File: src/rtl/seg7_bcd_reader.sv
// seg7_bcd_reader: receive-side monitor for a 3-digit active-low 7-segment bus.
// - Samples the three digit patterns and waits for a stable repeat.
// - Decodes each pattern back to a BCD digit.
// - Converts the 3-digit value to binary with a 3-cycle multiply-by-ten loop.
module seg7_bcd_reader #(
  parameter int STABLE_N = 2,   // consecutive identical samples before conversion (1..15)
  parameter int CNT_W    = 4    // stability counter width; must hold STABLE_N
) (
  input  logic        clk,
  input  logic        rst,        // synchronous, active-low
  input  logic        sample_en,
  input  logic [6:0]  seg0,       // units    {g,f,e,d,c,b,a}, active-low
  input  logic [6:0]  seg1,       // tens
  input  logic [6:0]  seg2,       // hundreds
  output logic [11:0] bcd_out,
  output logic [9:0]  bin_out,
  output logic        valid,
  output logic        err,
  output logic        busy
);

  localparam logic [1:0] IDLE = 2'd0;
  localparam logic [1:0] CONV = 2'd1;
  localparam logic [1:0] DONE = 2'd2;

  localparam logic [CNT_W-1:0] STABLE_C = CNT_W'(STABLE_N);
  localparam logic [20:0]      BLANK3   = 21'h1FFFFF;

  // Pattern -> {ok, digit}; anything outside the ten digit glyphs (blank included) is not ok.
  function automatic logic [4:0] decode_seg(input logic [6:0] pat);
    case (pat)
      7'b1000000: return {1'b1, 4'd0};
      7'b1111001: return {1'b1, 4'd1};
      7'b0100100: return {1'b1, 4'd2};
      7'b0110000: return {1'b1, 4'd3};
      7'b0011001: return {1'b1, 4'd4};
      7'b0010010: return {1'b1, 4'd5};
      7'b0000010: return {1'b1, 4'd6};
      7'b1111000: return {1'b1, 4'd7};
      7'b0000000: return {1'b1, 4'd8};
      7'b0010000: return {1'b1, 4'd9};
      default:    return {1'b0, 4'd0};
    endcase
  endfunction

  logic [1:0]       state_q,    state_d;
  logic [CNT_W-1:0] stab_cnt_q, stab_cnt_d;
  logic [20:0]      snap_q,     snap_d;
  logic [20:0]      last_pub_q, last_pub_d;
  logic [11:0]      digits_q,   digits_d;   // decoded digits latched at qualification
  logic [9:0]       acc_q,      acc_d;
  logic [1:0]       idx_q,      idx_d;
  logic [11:0]      bcd_q,      bcd_d;
  logic [9:0]       bin_q,      bin_d;
  logic             valid_q,    valid_d;
  logic             err_q,      err_d;

  logic [20:0]      cur;
  logic [4:0]       dec2, dec1, dec0;
  logic             all_ok;
  logic [CNT_W-1:0] new_cnt;
  logic [3:0]       conv_digit;

  assign cur    = {seg2, seg1, seg0};
  assign dec2   = decode_seg(seg2);
  assign dec1   = decode_seg(seg1);
  assign dec0   = decode_seg(seg0);
  assign all_ok = dec2[4] & dec1[4] & dec0[4];

  // Digit consumed by the current conversion step, hundreds first.
  always_comb begin
    case (idx_q)
      2'd2:    conv_digit = digits_q[11:8];
      2'd1:    conv_digit = digits_q[7:4];
      default: conv_digit = digits_q[3:0];
    endcase
  end

  // Next-state logic: stability filter in IDLE, accumulate in CONV, publish in DONE.
  always_comb begin
    // NOTE: every target gets a default first so no path leaves it unassigned (no latches).
    state_d    = state_q;
    stab_cnt_d = stab_cnt_q;
    snap_d     = snap_q;
    last_pub_d = last_pub_q;
    digits_d   = digits_q;
    acc_d      = acc_q;
    idx_d      = idx_q;
    bcd_d      = bcd_q;
    bin_d      = bin_q;
    valid_d    = 1'b0;
    err_d      = 1'b0;
    new_cnt    = stab_cnt_q;

    case (state_q)
      IDLE: begin
        if (sample_en) begin
          if (cur == snap_q) begin
            new_cnt = (stab_cnt_q >= STABLE_C) ? STABLE_C : stab_cnt_q + CNT_W'(1);
          end else begin
            snap_d  = cur;
            new_cnt = CNT_W'(1);
          end
          stab_cnt_d = new_cnt;
          // A display already published is not republished until something else passes.
          if (new_cnt == STABLE_C && cur != last_pub_q) begin
            last_pub_d = cur;
            if (!all_ok) begin
              err_d = 1'b1;
            end else begin
              digits_d = {dec2[3:0], dec1[3:0], dec0[3:0]};
              acc_d    = 10'd0;
              idx_d    = 2'd2;
              state_d  = CONV;
            end
          end
        end
      end
      CONV: begin
        acc_d = (acc_q << 3) + (acc_q << 1) + {6'd0, conv_digit};
        idx_d = idx_q - 2'd1;
        if (idx_q == 2'd0) state_d = DONE;
      end
      DONE: begin
        bin_d   = acc_q;
        bcd_d   = digits_q;
        valid_d = 1'b1;
        state_d = IDLE;
      end
      default: state_d = IDLE;
    endcase
  end

  // State registers with synchronous active-low reset; reset abandons any conversion.
  always_ff @(posedge clk) begin
    // NOTE: sequential state uses non-blocking assignments so all registers update together.
    if (!rst) begin
      state_q    <= IDLE;
      stab_cnt_q <= '0;
      snap_q     <= BLANK3;
      last_pub_q <= BLANK3;
      digits_q   <= '0;
      acc_q      <= '0;
      idx_q      <= '0;
      bcd_q      <= '0;
      bin_q      <= '0;
      valid_q    <= 1'b0;
      err_q      <= 1'b0;
    end else begin
      state_q    <= state_d;
      stab_cnt_q <= stab_cnt_d;
      snap_q     <= snap_d;
      last_pub_q <= last_pub_d;
      digits_q   <= digits_d;
      acc_q      <= acc_d;
      idx_q      <= idx_d;
      bcd_q      <= bcd_d;
      bin_q      <= bin_d;
      valid_q    <= valid_d;
      err_q      <= err_d;
    end
  end

  assign bcd_out = bcd_q;
  assign bin_out = bin_q;
  assign valid   = valid_q;
  assign err     = err_q;
  assign busy    = (state_q != IDLE);

endmodule
File: config.mk
export PLATFORM = sky130hd
export DESIGN_NAME = seg7_bcd_reader
export DESIGN_NICKNAME = d
export VERILOG_FILES = /design/src/rtl/seg7_bcd_reader.sv
export SDC_FILE = /design/constraint.sdc
export NUM_CORES = 1
export LEC_CHECK = 0
export ABC_AREA = 1
export BUFFER_PORTS_ARGS = -buffer_cell sky130_fd_sc_hd__buf_2
export CAP_MARGIN = 10
export CORE_MARGIN = 2
export CORE_UTILIZATION = 25
export CTS_BUF_LIST = sky130_fd_sc_hd__clkbuf_4
export DETAILED_ROUTE_END_ITERATION = 6
export SLEW_MARGIN = 20
export SYNTH_ARGS = -nofsm -noshare
export SYNTH_HDL_FRONTEND = slang
export SYNTH_SLANG_ARGS = --single-unit
export TNS_END_PERCENT = 30
File: constraint.sdc
create_clock -name clk -period 2.8 [get_ports clk]
set_clock_uncertainty 0.15 [all_clocks]
set_input_delay 0.14 -clock clk [delete_from_list [all_inputs] [get_ports clk]]
set_output_delay 0.14 -clock clk [all_outputs]
set_load 0.02 [all_outputs]
==> metrics, run 1 <==
clock root buffer=clkbuf_4; clock tree buffer depth=2; Seq/Total Area, Yosys=0.348; Clock Latency Late Sink=approximately 0.48 ns; drt wl/cell=~12 um; Residual DRC=0; io pins=around 50; aggregate global routing overflow=0; Worst setup SP type=register; synthesized area per cell=6.76 um2; Required @ worst endpoint=approximately 3.1 ns; Design Area, Final=0.00647 mm2; Post-CTS Setup Repair Bufs=0; die height=between 150 and 200 um; FP Rows=54; first-pass GRT wire length=about 23000 um; worst-path cell chain=inv_4 -> ha_2 -> inv_2 -> o221ai_2 -> o21ai_2 -> fa_1 -> inv_2 -> fa_2 -> nand3_2 -> nand2_2 -> a21oi_2 -> o21ba_2 -> xor2_1 -> nand2_1 -> a21oi_1; synthesized flop and latch total=96; Die X=about 150 um; Iter 0 DRT Violations=~260; total power=roughly 2500 uW; Final Setup Violations=0; TritonRoute pass-1 iters=6; DP Area=approximately 0.006 mm2; via/cell ratio=~4.3; Max FO, Critical Path=4; die area=0.0233 mm2; Mapped Nets=862; Pwr Density=384 mW/mm2; H-tree depth reported by CTS=3; most used cell, CP=inv_2; vias in the first global route=roughly 4700; total track usage=0.117; Slew Limit Fails=0; Crit Path Class=reg2reg; Leak Pwr=between 0.003 and 0.004 uW; crit end category=register; outcome=finished, final reports clean; share of cells above drive strength 1=0.174; relative max-transition margin=0.571; peak supply drop=0.000168 V; clock tree sinks=96; Slowest-stage cell, CP=fa_1; antenna violations before repair=1; DRT Wirelength=around 13000 um; Via Count=~5000; type of the worst min-delay path=reg2reg; largest net degree at the start of global routing=80; RSZ-0062 raised after global routing=true; Layout area overhead=17.2%; ANT nets after route=0; CTS clk-pin slew, worst paths=~0.16 ns; CTS tree=built; mapped cell area=between 0.005 and 0.006 mm2; count of cell types in the netlist=37; port bufs=48; fin nets=920; Post-Syn Instances=just over 800; Initial Util=0.254; GPL Wtd Cong=a little under 0.9; max_cap viols=0; Final HPWL DP=just under 10000 um; Max stage delay on crit path=a little under 0.5 ns; post-layout min period=2.78 ns; critical path's top delay family=adder cells; CP arrival=3.04 ns; fmax=360 MHz; Slew @ Worst Pin=0.644 ns; Core Area=0.0218 mm2; final design utilization=0.298; fillers=roughly 2400; CTS buffer count=9; Ys Warns=0; Tcrit/Tclk final=0.993; Buf/Inv on CP=3; Hold Violations, Final=0
==> metal layers <==
| layer | GRT usage | part of all wire |
|---|---|---|
| met5 | 0 | 0 |
| met4 | 0.0428 | 0.021 |
| met3 | 0.0202 | 0.027 |
| met2 | 0.201 | 0.47 |
| met1 | 0.148 | 0.48 |
==> worst register-to-register path: cells and delay by family (launching register included) <==
kind,cells,cell delay [ns]
DFF,1,0.40
AOI/OAI and AO/OA,5,0.60
adders and majority gates,3,1.04
xor gates and xnor gates,1,0.15
buffers and inverters,3,0.18
and+or+nand+nor,3,0.22
==> cell families after synthesis <==
group / share of synthesized area
XOR/XNOR: 0.0111
flip-flops: 0.348
adder cells (fa/ha/maj): 0.0503
AND/OR/NAND/NOR: 0.319
buffers and inverters: 0.109
AO/OA/AOI/OAI: 0.163
==> through the flow <==
stage          cells  hold WS [ns]  TNS, ns  setup WS [ns]
2_1_floorplan    817         0.186        0        0.00586
3_3_place_gp    1121         0.316   -0.159         -0.159
3_5_place_dp    1121         0.325   -0.324         -0.211
4_1_cts         1160         0.322        0        0.00592
5_1_grt         1161         0.372   -0.246         -0.147
6_report        1161         0.346        0         0.0191
==> cell type report <==
class / count / area (um2) / area share
inverters: 110 / 417 / 0.0644
clock inverters: 7 / 80.1 / 0.0124
multi-input cells: 580 / 3090 / 0.478
well taps: 280 / 350 / 0.0541
flip-flops and latches: 96 / 1930 / 0.298
diodes: 1 / 2.50 / 0.000387
clock buffers: 9 / 67.6 / 0.0104
repair buffers: 78 / 536 / 0.0827
==> report_power, final <==
part	internal, uW	switching (uW)
Combinational	99.7	180
Sequential	1390	16.6
Clock	283	518
Total	1770	715
==> placed cells by master, fill, tap and decap left out, drive strengths merged <==
cell type and n:
xor2 2, clkbuf 9, buf 55, ha 19, nand4 10, bufinv 1, nand2 259, nand3 30
nor2 105, diode 1, nand3b 1, o22ai 1, o21ba 1, dfxtp 96, clkinvlp 1, a21oi 45
o211ai 42, inv 107, o21ai 39, o221ai 3, dlygate4sd3 23, o21bai 1, a211oi 1, fa 2
nor3 14, clkinv 8, xnor2 5
==> registers in the layout, summed over array words and instances (netlist names), 2 cells and up <==
register and cells:
acc_q 10, bcd_out 12, bin_out 10, digits_q 12
idx_q 2, last_pub_q 21, snap_q 21, stab_cnt_q 4
state_q 2
==> cell usage after synthesis, drive strengths merged <==
cell type  count  area share
nand2        259        0.18
inv          105       0.071
nor2         105       0.077
dfxtp         96        0.35
a21oi         45       0.041
o211ai        42       0.076
o21ai         39       0.035
nand3         30       0.030
buf           20       0.027
ha            19       0.043
nor3          14       0.015
clkbuf        11      0.0075
nand4         10       0.016
clkinv         5      0.0036
xnor2          5      0.0079
o221ai         3      0.0048
fa             2      0.0072
xor2           2      0.0032
a211oi         1      0.0014
nand3b         1      0.0014
o21ba          1      0.0018
o21bai         1      0.0014
o22ai          1      0.0011
==> worst paths after layout <==
check                                    from       endpoint  slack, ns  cells after the start
worst max-delay path                 idx_q[0]       acc_q[8]       0.02                     15
worst min-delay path            stab_cnt_q[3]  stab_cnt_q[3]       0.35                      2
worst max register to register       idx_q[0]       acc_q[8]       0.02                     15
worst min register to register  stab_cnt_q[3]  stab_cnt_q[3]       0.35                      2
==> repair_timing <==
item / 4_1_cts / 5_1_grt
hold endpoints to repair: 45 / 0
hold buffers: 23 / 0
endpoints found under the setup margin: 3 / 4
resized for setup: 14 / 14
pin swaps: 2 / 5
No activity file was read; power rests on OpenSTA's default activity.
==> inputs of run 2 (changes only) <==
Settings changed: BUFFER_PORTS_ARGS -buffer_cell sky130_fd_sc_hd__buf_2 to -buffer_cell sky130_fd_sc_hd__buf_4.
==> metrics, run 2 (same netlist as run 1, synthesis figures left out) <==
outcome=finished, final reports clean; Setup TNS Final=0 ns; clock root buffer=clkbuf_4; CTS clk-pin slew, worst paths=0.15 ns; total power=roughly 2600 uW; DRT Wirelength=13600 um; Core Area=about 0.022 mm2; port bufs=48; Final HPWL DP=approximately 10000 um; Worst setup SP type=register; Via Count=5031; Leak Pwr=between 0.003 and 0.004 uW; drt wl/cell=between 10 and 15 um; Required @ worst endpoint=a little over 3 ns; biggest regs=last_pub_q x21, snap_q x21; Tcrit/Tclk final=0.981; first-pass GRT wire length=between 20000 and 25000 um; clock tree buffer depth=2; H-tree depth reported by CTS=3; post-layout min period=between 2 and 3 ns; crit end category=register; Slowest-stage cell, CP=fa_1; fin nets=a little over 900; Residual DRC=0; io pins=49; commonest non-fill, non-tap cell in the layout=nand2_1; share of cells above drive strength 1=0.179; Pwr Density=about 380 mW/mm2; worst-path cell chain=inv_2 -> ha_4 -> buf_4 -> o21ai_2 -> fa_1 -> inv_2 -> fa_2 -> nand3_2 -> nand2_2 -> a21oi_2 -> o21ba_2 -> xor2_1 -> nand2_1 -> a21oi_2; placed insts=1122; Final Setup Violations=0; CTS tree=built; RSZ-0062 raised after global routing=true; Layout area overhead=20.6%; Slew Limit Fails=0; fillers=2400; Buf/Inv on CP=3; die height=about 150 um; TritonRoute pass-1 iters=4; clock tree sinks=96; largest net degree at the start of global routing=56; fmax=364 MHz; antenna violations before repair=1; GPL Wtd Cong=roughly 0.86; type of the worst min-delay path=reg2reg; ANT nets after route=0; Die X=~150 um; vias in the first global route=between 4000 and 5000; Finished Layout Cells=about 1200; Max FO, Critical Path=7; die area=~0.023 mm2; Hold Violations, Final=0; smallest hold slack=approximately 0.34 ns; total track usage=0.120; aggregate global routing overflow=0; Slew @ Worst Pin=roughly 0.60 ns; Initial Util=0.254; max_cap viols=0; relative max-transition margin=0.599; Max stage delay on crit path=around 0.50 ns; CTS buffer count=9; Crit Path Class=reg2reg; most frequent cells in the layout=nand2_1 (253), nor2_1 (99), dfxtp_1 (94); via/cell ratio=4.31; peak supply drop=0.000196 V; critical path's top delay family=adder cells; CP arrival=3.01 ns; Clock Latency Late Sink=around 0.48 ns; final design utilization=0.306; FP Rows=54; Iter 0 DRT Violations=around 320
[run 2: area by class of cell]
type	instances	area, um2	share of cell area
clock inverter	7	95.1	0.0143
antenna	1	2.50	0.000376
timing repair buffer	84	688	0.103
inverter	110	414	0.0622
tap	280	350	0.0526
clock buffer	9	67.6	0.0101
multi-input combinational	580	3110	0.468
sequential	96	1930	0.289
[run 2: power breakdown]
part | internal (uW) | total, uW | switching [uW]
clock network | 364 | 863 | 499
logic | 107 | 288 | 181
registers | 1390 | 1410 | 16.6
total | 1860 | 2560 | 696
[run 2: metrics by stage]
step           instance area, um2  setup WS (ns)
2_1_floorplan                5540        0.00586
3_3_place_gp                 6120         -0.149
3_5_place_dp                 6120         -0.220
4_1_cts                      6560        0.00101
5_1_grt                      6660         -0.102
6_report                     6660         0.0529
[run 2: worst paths after layout]
check | startpoint | end | slack [ns] | depth (start not counted)
hold reg to reg | idx_q[0] | idx_q[0] | 0.34 | 1
setup reg to reg | idx_q[0] | acc_q[8] | 0.05 | 14
setup / recovery | idx_q[0] | acc_q[8] | 0.05 | 14
hold / removal | idx_q[0] | idx_q[0] | 0.34 | 1
[run 2: layer usage]
layer	wire length, um	up-vias	track usage
met4	303	0	0.0472
met5	0	-	0
li1	-	2738	-
met1	6490	2226	0.151
met3	300	20	0.0225
met2	6540	47	0.204
[run 2: what timing repair did]
item,in CTS,in global routing
endpoints found under the hold margin,50,0
pin swaps,4,7
buffers inserted,1,4
gates resized for setup,12,18
hold buffers,23,0
endpoints found under the setup margin,3,5
